File: src/rtl/amstrad_mem_arbiter_pkg.sv
// Shared definitions for the Amstrad memory arbiter.
//   gnt_t      : which requester owns the current memory access
//   state_t    : access sequencer states
//   lane_be    : byte-enable pattern for a byte access at a given address LSB
//   lane_byte  : selects the addressed byte out of a 16-bit memory word
package amstrad_mem_arbiter_pkg;

    typedef enum logic [1:0] {
        GNT_NONE = 2'd0,
        GNT_VID  = 2'd1,
        GNT_CPU  = 2'd2,
        GNT_LD   = 2'd3
    } gnt_t;

    typedef enum logic [1:0] {
        ST_IDLE  = 2'd0,
        ST_ISSUE = 2'd1,
        ST_WAIT  = 2'd2
    } state_t;

    localparam int VID_AW = 15;

    function automatic logic [1:0] lane_be(input logic a0);
        return a0 ? 2'b10 : 2'b01;
    endfunction

    function automatic logic [7:0] lane_byte(input logic a0, input logic [15:0] w);
        return a0 ? w[15:8] : w[7:0];
    endfunction

endpackage

File: src/rtl/amstrad_req_latch.sv
// Request capture for one arbiter client: turns a pulse (or the rising edge of
// a level strobe) into a pending flag and stores the request payload.
//   clk, reset : clock, synchronous active-high reset
//   trig       : request pulse, or level strobe when EDGE_DET=1
//   en         : request accepted only while high
//   clr        : the arbiter has consumed the pending request
//   din        : payload sampled on acceptance
//   pending    : request waiting for service
//   payload    : latched payload
//   dup        : 1-clk pulse, a new request replaced one still pending
module amstrad_req_latch #(
    parameter int W        = 8,
    parameter bit EDGE_DET = 1'b0
) (
    input  logic         clk,
    input  logic         reset,
    input  logic         trig,
    input  logic         en,
    input  logic         clr,
    input  logic [W-1:0] din,
    output logic         pending,
    output logic [W-1:0] payload,
    output logic         dup
);

    logic trig_d;
    logic fire;
    logic accept;

    always_comb begin
        fire   = EDGE_DET ? (trig & ~trig_d) : trig;
        accept = fire & en;
        // A request landing in the consume cycle is a fresh one, not an overrun.
        dup    = accept & pending & ~clr;
    end

    always_ff @(posedge clk) begin
        if (reset) begin
            trig_d  <= 1'b0;
            pending <= 1'b0;
            payload <= '0;
        end else begin
            trig_d <= trig;
            if (accept) begin
                pending <= 1'b1;
                payload <= din;
            end else if (clr) begin
                pending <= 1'b0;
            end
        end
    end

endmodule

File: src/rtl/amstrad_mem_arbiter.sv
// Shares the 16-bit external memory port between video fetch, Z80 memory
// cycles and the ROM/snapshot loader, one access at a time, priority
// video > CPU > loader. Byte accesses become word accesses with byte enables.
//   cpu_rd/cpu_wr/cpu_addr/cpu_wdata -> cpu_rdata, cpu_done   (Z80 side)
//   vid_req/vid_addr                 -> vid_data, vid_valid, vid_ovr
//   ld_wr/ld_addr/ld_data            -> ld_busy
//   mem_req/mem_we/mem_addr/mem_be/mem_dout, mem_din          (SDRAM side)
module amstrad_mem_arbiter
    import amstrad_mem_arbiter_pkg::*;
#(
    parameter int ADDR_W  = 23,
    parameter int MEM_LAT = 2
) (
    input  logic              clk,
    input  logic              reset,
    input  logic              cpu_rd,
    input  logic              cpu_wr,
    input  logic [ADDR_W-1:0] cpu_addr,
    input  logic [7:0]        cpu_wdata,
    output logic [7:0]        cpu_rdata,
    output logic              cpu_done,
    input  logic              vid_req,
    input  logic [14:0]       vid_addr,
    output logic [15:0]       vid_data,
    output logic              vid_valid,
    output logic              vid_ovr,
    input  logic              ld_wr,
    input  logic [ADDR_W-1:0] ld_addr,
    input  logic [7:0]        ld_data,
    output logic              ld_busy,
    output logic              mem_req,
    output logic              mem_we,
    output logic [ADDR_W-2:0] mem_addr,
    output logic [1:0]        mem_be,
    output logic [15:0]       mem_dout,
    input  logic [15:0]       mem_din
);

    localparam int MW = ADDR_W - 1;
    localparam int CW = (MEM_LAT > 1) ? $clog2(MEM_LAT) : 1;

    state_t  state, state_nxt;
    gnt_t    gnt, gnt_nxt;
    logic [CW-1:0] cnt;
    logic          rd_a0;

    logic                vid_pend, cpu_pend, ld_pend;
    logic [VID_AW-1:0]   vid_pl;
    logic [ADDR_W+8:0]   cpu_pl;
    logic [ADDR_W+7:0]   ld_pl;
    logic                vid_dup, cpu_dup_unused, ld_dup_unused;
    logic                clr_vid, clr_cpu, clr_ld;

    logic              cpu_we;
    logic [ADDR_W-1:0] cpu_a, ld_a;
    logic [7:0]        cpu_d, ld_d;

    assign {cpu_we, cpu_a, cpu_d} = cpu_pl;
    assign {ld_a, ld_d}           = ld_pl;

    // Pending flags drop when the access is issued, so a request arriving while
    // its predecessor is still in flight queues behind it instead of merging.
    assign clr_vid = (state == ST_ISSUE) && (gnt == GNT_VID);
    assign clr_cpu = (state == ST_ISSUE) && (gnt == GNT_CPU);
    assign clr_ld  = (state == ST_ISSUE) && (gnt == GNT_LD);

    assign ld_busy = ld_pend | ((gnt == GNT_LD) && (state != ST_IDLE));

    amstrad_req_latch #(.W(VID_AW), .EDGE_DET(1'b0)) u_vid (
        .clk(clk), .reset(reset), .trig(vid_req), .en(1'b1), .clr(clr_vid),
        .din(vid_addr), .pending(vid_pend), .payload(vid_pl), .dup(vid_dup)
    );

    amstrad_req_latch #(.W(ADDR_W + 9), .EDGE_DET(1'b1)) u_cpu (
        .clk(clk), .reset(reset), .trig(cpu_rd | cpu_wr), .en(1'b1), .clr(clr_cpu),
        .din({cpu_wr, cpu_addr, cpu_wdata}), .pending(cpu_pend), .payload(cpu_pl),
        .dup(cpu_dup_unused)
    );

    amstrad_req_latch #(.W(ADDR_W + 8), .EDGE_DET(1'b0)) u_ld (
        .clk(clk), .reset(reset), .trig(ld_wr), .en(~ld_busy), .clr(clr_ld),
        .din({ld_addr, ld_data}), .pending(ld_pend), .payload(ld_pl),
        .dup(ld_dup_unused)
    );

    always_ff @(posedge clk) begin
        if (reset) begin
            state <= ST_IDLE;
            gnt   <= GNT_NONE;
        end else begin
            state <= state_nxt;
            gnt   <= gnt_nxt;
        end
    end

    always_comb begin
        state_nxt = state;
        gnt_nxt   = gnt;
        mem_req   = 1'b0;
        mem_we    = 1'b0;
        mem_addr  = '0;
        mem_be    = '0;
        mem_dout  = '0;
        case (state)
            ST_IDLE: begin
                if (vid_pend) begin
                    gnt_nxt   = GNT_VID;
                    state_nxt = ST_ISSUE;
                end else if (cpu_pend) begin
                    gnt_nxt   = GNT_CPU;
                    state_nxt = ST_ISSUE;
                end else if (ld_pend) begin
                    gnt_nxt   = GNT_LD;
                    state_nxt = ST_ISSUE;
                end
            end
            ST_ISSUE: begin
                mem_req = 1'b1;
                case (gnt)
                    GNT_VID: begin
                        mem_addr = {{(MW - VID_AW){1'b0}}, vid_pl};
                        mem_be   = 2'b11;
                    end
                    GNT_CPU: begin
                        mem_we   = cpu_we;
                        mem_addr = cpu_a[ADDR_W-1:1];
                        mem_be   = lane_be(cpu_a[0]);
                        mem_dout = {cpu_d, cpu_d};
                    end
                    GNT_LD: begin
                        mem_we   = 1'b1;
                        mem_addr = ld_a[ADDR_W-1:1];
                        mem_be   = lane_be(ld_a[0]);
                        mem_dout = {ld_d, ld_d};
                    end
                    default: ;
                endcase
                state_nxt = mem_we ? ST_IDLE : ST_WAIT;
            end
            ST_WAIT: begin
                if (cnt == '0) state_nxt = ST_IDLE;
            end
            default: state_nxt = ST_IDLE;
        endcase
    end

    always_ff @(posedge clk) begin
        if (reset) begin
            cnt       <= '0;
            rd_a0     <= 1'b0;
            cpu_rdata <= '0;
            cpu_done  <= 1'b0;
            vid_data  <= '0;
            vid_valid <= 1'b0;
            vid_ovr   <= 1'b0;
        end else begin
            cpu_done  <= 1'b0;
            vid_valid <= 1'b0;
            if (vid_dup) vid_ovr <= 1'b1;
            if (state == ST_ISSUE) begin
                cnt   <= CW'(MEM_LAT - 1);
                rd_a0 <= cpu_a[0];
                if ((gnt == GNT_CPU) && cpu_we) cpu_done <= 1'b1;
            end
            if (state == ST_WAIT) begin
                if (cnt != '0) begin
                    cnt <= cnt - CW'(1);
                end else if (gnt == GNT_VID) begin
                    vid_data  <= mem_din;
                    vid_valid <= 1'b1;
                end else if (gnt == GNT_CPU) begin
                    cpu_rdata <= lane_byte(rd_a0, mem_din);
                    cpu_done  <= 1'b1;
                end
            end
        end
    end

endmodule

File: config.mk
export PLATFORM = sky130hd
export DESIGN_NAME = amstrad_mem_arbiter
export DESIGN_NICKNAME = d
export VERILOG_FILES = /design/src/rtl/amstrad_mem_arbiter_pkg.sv /design/src/rtl/amstrad_req_latch.sv /design/src/rtl/amstrad_mem_arbiter.sv
export SDC_FILE = /design/constraint.sdc
export NUM_CORES = 1
export LEC_CHECK = 0
export CORE_ASPECT_RATIO = 1.75
export CORE_MARGIN = 1.5
export CORE_UTILIZATION = 30
export CTS_CLUSTER_DIAMETER = 100
export CTS_CLUSTER_SIZE = 12
export DETAILED_ROUTE_END_ITERATION = 7
export HOLD_SLACK_MARGIN = 0.12
export PLACE_DENSITY_LB_ADDON = 0.3
export SLEW_MARGIN = 20
export SYNTH_ARGS = -nofsm -noshare
export SYNTH_HDL_FRONTEND = slang
export SYNTH_SLANG_ARGS = --single-unit
File: constraint.sdc
create_clock -name clk -period 1.7 [get_ports clk]
set_clock_uncertainty 0.2 [all_clocks]
set_input_delay 0.17 -clock clk [delete_from_list [all_inputs] [get_ports clk]]
set_output_delay 0.17 -clock clk [all_outputs]
set_load 0.01 [all_outputs]
==> results of run 1 <==
-- power breakdown --
part | switching [W] | internal [W] | leakage, nW | total [W]
clock network | 0.00139 | 0.00235 | 0.298 | 0.00374
logic | 0.000606 | 0.000836 | 2.47 | 0.00144
registers | 0.000119 | 0.00286 | 0.946 | 0.00298
total | 0.00211 | 0.00605 | 3.71 | 0.00816
-- placed cells by master (no fill, tap or decap), types with 4 or more instances in the layout --
cell type / n
clkbuf_16: 19
nand2b_1: 98
a22o_1: 15
dfxtp_1: 111
a22oi_2: 15
nor2_1: 36
mux2_4: 15
buf_6: 17
buf_4: 29
buf_12: 15
inv_1: 4
dlygate4sd3_1: 17
a21oi_1: 45
nand2_1: 67
clkdlybuf4s50_1: 106
mux2i_1: 69
a211oi_1: 7
buf_2: 40
dlymetal6s2s_1: 17
inv_6: 6
-- kinds of logic (layout without fill, tap and decap cells) --
| group | count (synthesis) | count (layout) | synth area share (%) |
|---|---|---|---|
| AOI/OAI and AO/OA | 98 | 98 | 12.1 |
| muxes | 86 | 86 | 16.7 |
| and+or+nand+nor | 217 | 217 | 21.1 |
| buffers and inverters | 63 | 285 | 6.57 |
| DFF | 115 | 115 | 43.6 |
-- area by class of cell --
class / count / area [sq um] / share of cell area [%]
clock buffer: 17 / 425 / 4.96
clock inverter: 15 / 195 / 2.28
inverter: 5 / 21.3 / 0.248
multi-input combinational: 401 / 2850 / 33.2
sequential: 115 / 2310 / 27.0
tap: 231 / 289 / 3.37
timing repair buffer: 248 / 2480 / 29.0
-- worst max path at each step --
stage	startpoint	endpoint	slack [ps]
after floorplan	state[0]	mem_dout[11]	3
after global placement	gnt[1]	mem_addr[17]	-360
after detailed placement	state[0]	mem_addr[17]	-380
after CTS	gnt[1]	mem_addr[15]	-530
after global routing	state[0]	mem_addr[17]	-480
final	gnt[0]	mem_addr[17]	-430
-- state kept, by name (all words and copies together) (netlist names) --
signal	flops
u_vid.pending	1
vid_ovr	1
u_ld.pending	1
u_ld.payload	31
state	2
gnt	2
cpu_rdata	8
u_cpu.payload	32
vid_valid	1
cpu_done	1
u_cpu.pending	1
u_cpu.trig_d	1
vid_data	16
rd_a0	1
cnt	1
u_vid.payload	15
-- critical path: stages, from the launching register on --
cell and delay (ps):
dfxtp_4 360, nor4bb_4 290, buf_4 190, buf_8 120, buf_6 100, a22o_1 150
buf_2 140
-- routing by layer --
layer | vias to the layer above | GRT usage (%)
li1 | 2367 | -
met3 | 22 | 4.98
met4 | 0 | 7.55
met5 | - | 0
met1 | 2256 | 17.6
met2 | 132 | 34.2
-- metrics by stage --
stage | instance area [sq um] | TNS [ps] | utilization (%) | hold slack (ps)
5_1_grt | 8580 | -19890 | 49.4 | 132
2_1_floorplan | 5290 | 0 | - | 85.8
3_5_place_dp | 7360 | -14000 | 42.4 | 247
6_report | 8580 | -14190 | 49.4 | 134
4_1_cts | 8330 | -14880 | 47.9 | 120
3_3_place_gp | 7360 | -12590 | 42.4 | 244
-- what timing repair did --
| item | in CTS | in global routing |
|---|---|---|
| hold buffers | 17 | 0 |
| gates resized for setup | 229 | 42 |
| gates cloned | 2 | 2 |
| hold endpoints to repair | 63 | 0 |
| pin swaps | 14 | 16 |
| setup endpoints to repair | 56 | 116 |
| setup buffers | 14 | 12 |
==> flow_summary.toml, run 1 <==
[setup_path]
crit_required_ps = 1330
crit_type = "flip-flop to output pin"
endpoint_kind = "output pin"
reg2reg_setup_slack_ps = -60
critPathArrivalTime_ps = 1760
r2r_cells = 6
cp_max_fo = 4
r2r-start = "gnt[1]"
reg2reg_to = "u_ld.payload[3]"
cp-start-kind = "flip-flop"

[routing]
wl_met2_mm = 9.51
avgViaCountPerCell = 4.63
dr.max_layer_used = "met4"
avgRoutedWirePerCell_um = 16.2
drt-met1-wl_mm = 6.01
ant_nets = 0
dr.pass1.iters = 4
drc = 0
drt_wl_total_mm = 16.7
dr_wl_met3_um = 846
vias = 4777
drt_iter0_drc = 180

[cts]
htree_levels = 4
clk_latency_ps = 400
cts_buffer_depth = 2
clockRootBuffer = "clkbuf_16"
cts_tree = "built"
clk_pin_slew_ps = 60
clock-sinks = 115
cts_buffers = 17

[hold_path]
hold_path_end = "u_cpu.payload[11]"
min_from = "cpu_addr[3]"
min_delay_path_depth = 3
hp-class = "input pin to flip-flop"

[synth]
yosysUniqueCellTypes = 34
synth_edf_count = 0
synthTopCellsByCount = "dfxtp_1 (115), nand2b_1 (99), mux2i_1 (71), nand2_1 (68), a21oi_1 (46)"
async_reset_ff_share_pct = 0
synth_area_leader_cell = "dfxtp_1"
yosys.cell_count.top_type = "dfxtp_1"
yosysSeqAreaShare_pct = 43.6
syn_inst = 579
ys_top_cells_by_area = "dfxtp_1 (44%), mux2i_1 (13%), nand2b_1 (12%), nand2_1 (4.8%), a21oi_1 (4.4%)"
ys.warnings.count = 0
yosys.area.top_type_share_pct = 43.6
synth.avg_cell_area_sq_um = 9.11
syn_nets = 678
syn-cell-area_sq_mm = 0.00528
ys_ff_latch = 115
synth_flop_cell = "dfxtp_1"

[grt]
grt_max_degree = 58
grt_pass1_wl_mm = 25.1
antenna_found_initial = 0
grt.total_usage_pct = 18.0
grt_pass1_vias = 5044
grt_overflow_total = 0

[placement]
place_ws_ps = -378
dp_hpwl_mm = 11.6
finalWeightedCongestion = 0.830
place_inst = 958
portBuffers = 168

[die]
die_h_um = 178
row_count = 64
die_area_sq_mm = 0.0184
initial_utilization_pct = 30.4
chipWidth_um = 103
coreArea_sq_mm = 0.0174
top_level_ports = 169

[finish]
num_antenna_cells = 0
fin_nets = 887
drive_gt1_share_pct = 24.1
areaGrowthSynthToFinish_pct = 62.5
stdcell_count = 1032
nFillCells = 1622

[sta]
finalCriticalPeriod_ps = 2130
finalHoldViolations = 0
slew_viol_final = 0
clock.fmax_ghz = 0.470
post-route-period-util_pct = 125
maxSlewHeadroom_pct = 64.0
finalWorstSetupSlack_ps = -428
tightest_slew_ps = 539
setup_viol = 67
rsz0062_at_grt = "yes"

[power_and_ir_drop]
powerDensity_mw_per_mm2 = 951
total_power_w = 0.00816
leakage_nw = 3.71
peakVddDrop_mv = 0.543

[status]
status = "complete, but fails checks"
violations = "negative setup slack"

[job]
drv_cap = 0
(Power assumes the default switching activity.)
==> run 2: changes to the inputs <==
- clock period: 1.7 -> 2.65 ns (I/O delays scaled with it)
==> run 2 against run 1 <==
Net effect: the run now ends clean; non-clock buffer count decreased by 62; highest routed layer unchanged; largest cell class unchanged; sequential cell count unchanged; via count decreased by 5.0%; setup slack improved by 480 ps; sequential share of layout area increased by 2.7 points; wire length decreased by 7.8%; critical path type unchanged; critical endpoint is now mem_dout[6].
==> flow_summary.toml, run 2 (synthesis gave the netlist of run 1 again) <==
[setup_path]
crit_required_ps = 2180
cp-endpoint = "mem_dout[6]"
reg2reg_to = "u_ld.pending"
r2r-start = "gnt[0]"
endpoint_kind = "output pin"
cp-start-kind = "flip-flop"
cp-startpoint = "state[0]"
r2r_cells = 5
reg2reg_setup_slack_ps = 870
critPathArrivalTime_ps = 2130
cp_max_fo = 17
crit_type = "flip-flop to output pin"

[grt]
grt_pass1_wl_mm = 23.8
grt_max_degree = 78
antenna_found_initial = 1
grt.total_usage_pct = 17.2
grt_pass1_vias = 4781
grt_overflow_total = 0

[finish]
nFillCells = 1694
reg_top3 = "u_cpu.payload (32), u_ld.payload (31), vid_data (16)"
largest_reg_flops = 32
layout.cells.most_common = "clkdlybuf4s50_1"
fin_nets = 825
areaGrowthSynthToFinish_pct = 47.7
fin_util_pct = 44.9
largest-register = "u_cpu.payload"
most-common-layout-cells = "clkdlybuf4s50_1 (167), dfxtp_1 (111), nand2b_1 (98)"
drive_gt1_share_pct = 10.6

[sta]
tightest_slew_ps = 630
setup_tns_ps = 0
setup_viol = 0
finalCriticalPeriod_ps = 2600
rsz0062_at_grt = "yes"
slew_viol_final = 0
finalHoldViolations = 0
maxSlewHeadroom_pct = 58.0
clock.fmax_ghz = 0.385
finalWorstSetupSlack_ps = 50.6
post-route-period-util_pct = 98.1

[routing]
avgViaCountPerCell = 4.67
drt_wl_total_mm = 15.4
ant_nets = 0
drt_iter0_drc = 221
drc = 0
dr.pass1.iters = 4
avgRoutedWirePerCell_um = 15.9
vias = 4538

[power_and_ir_drop]
power_frac_comb_pct = 13.8
peakVddDrop_mv = 0.431
total_power_w = 0.00499
seq_power_share_pct = 38.4
p_int_w = 0.00379
powerDensity_mw_per_mm2 = 640
leakage_nw = 2.89
pwr-share-clk_pct = 47.8
switching_power_w = 0.00120
switching_share_pct = 24.1

[job]
drv_cap = 0

[die]
top_level_ports = 169
die_h_um = 178
chipWidth_um = 103
initial_utilization_pct = 30.4
die_area_sq_mm = 0.0184
coreArea_sq_mm = 0.0174
row_count = 64

[cts]
htree_levels = 4
cts_buffer_depth = 2
clockRootBuffer = "clkbuf_16"
cts_tree = "built"
cts_buffers = 17
clk_latency_ps = 400
post-cts-setup-buffers = 0
clk_pin_slew_ps = 50
clock-sinks = 115

[placement]
place_ws_ps = 259
portBuffers = 168
dp_hpwl_mm = 11.2
finalWeightedCongestion = 0.805

[status]
status = "complete, no violations"

[hold_path]
hp-class = "input pin to flip-flop"
run 2: changes by cell type in the layout (fill, tap and decap cells not counted), moves of 16 or more:
| cell | previous run | this run |
|---|---|---|
| dlymetal6s2s_1 | 17 | 0 |
| dlygate4sd3_1 | 17 | 0 |
| buf_2 | 40 | 0 |
| buf_4 | 29 | 13 |
| buf_6 | 17 | 1 |
| clkdlybuf4s50_1 | 106 | 167 |
run 2: power groups by stage:
stage / Sequential [W] / Combinational, W / Clock (W)
6_report: 0.00192 / 0.000690 / 0.00239
5_1_grt: 0.00193 / 0.000750 / 0.00252
4_1_cts: 0.00191 / 0.000692 / 0.00245
3_5_place_dp: 0.00195 / 0.000687 / 0
3_3_place_gp: 0.00194 / 0.000675 / 0
2_1_floorplan: 0.00192 / 0.000387 / 0
run 2: layer usage:
metal	global-route usage, %	vias to the layer above	part of all wire (%)
met5	0	-	0
met4	9.68	0	3.9
met1	17.7	2108	38
met3	4.11	39	5.4
met2	30.9	156	53
li1	-	2235	-
run 2: cell type report:
cell class	instances	area (sq um)	share of cell area [%]
timing repair buffer	186	1880	24.1
tap	231	289	3.71
clock buffer	19	433	5.55
inverter	5	18.8	0.241
multi-input combinational	401	2680	34.3
clock inverter	13	185	2.38
sequential	115	2310	29.7
antenna	1	2.50	0.0321
run 2: how the worst min path moves through the flow:
stage	start	to	slack (ps)	depth (start not counted)
after floorplan	cpu_rd	u_cpu.trig_d	180	2
after global placement	u_cpu.payload[30]	u_cpu.payload[30]	240	2
after detailed placement	u_cpu.payload[26]	u_cpu.payload[26]	250	2
after CTS	reset	u_vid.payload[12]	170	2
after global routing	cpu_addr[17]	u_cpu.payload[25]	200	3
final	reset	u_vid.payload[12]	180	2
run 2: repair_timing:
action | CTS | global route
endpoints found under the hold margin | 0 | 0
endpoints found under the setup margin | 39 | 14
resized for setup | 6 | 7
hold buffers | 0 | 0
run 2: worst max-delay path, stage by stage, from the launching register on:
cell and delay [ps]:
dfxtp_4 400, nor4bb_4 310, buf_6 220, a22o_1 230, clkdlybuf4s50_1 560
run 2: through the flow:
stage          cells  instance area (sq um)  hold WS, ps
2_1_floorplan    579                   5280          181
3_3_place_gp     938                   7130          242
3_5_place_dp     938                   7130          248
4_1_cts          970                   7770          168
5_1_grt          971                   7800          204
6_report         971                   7800          182
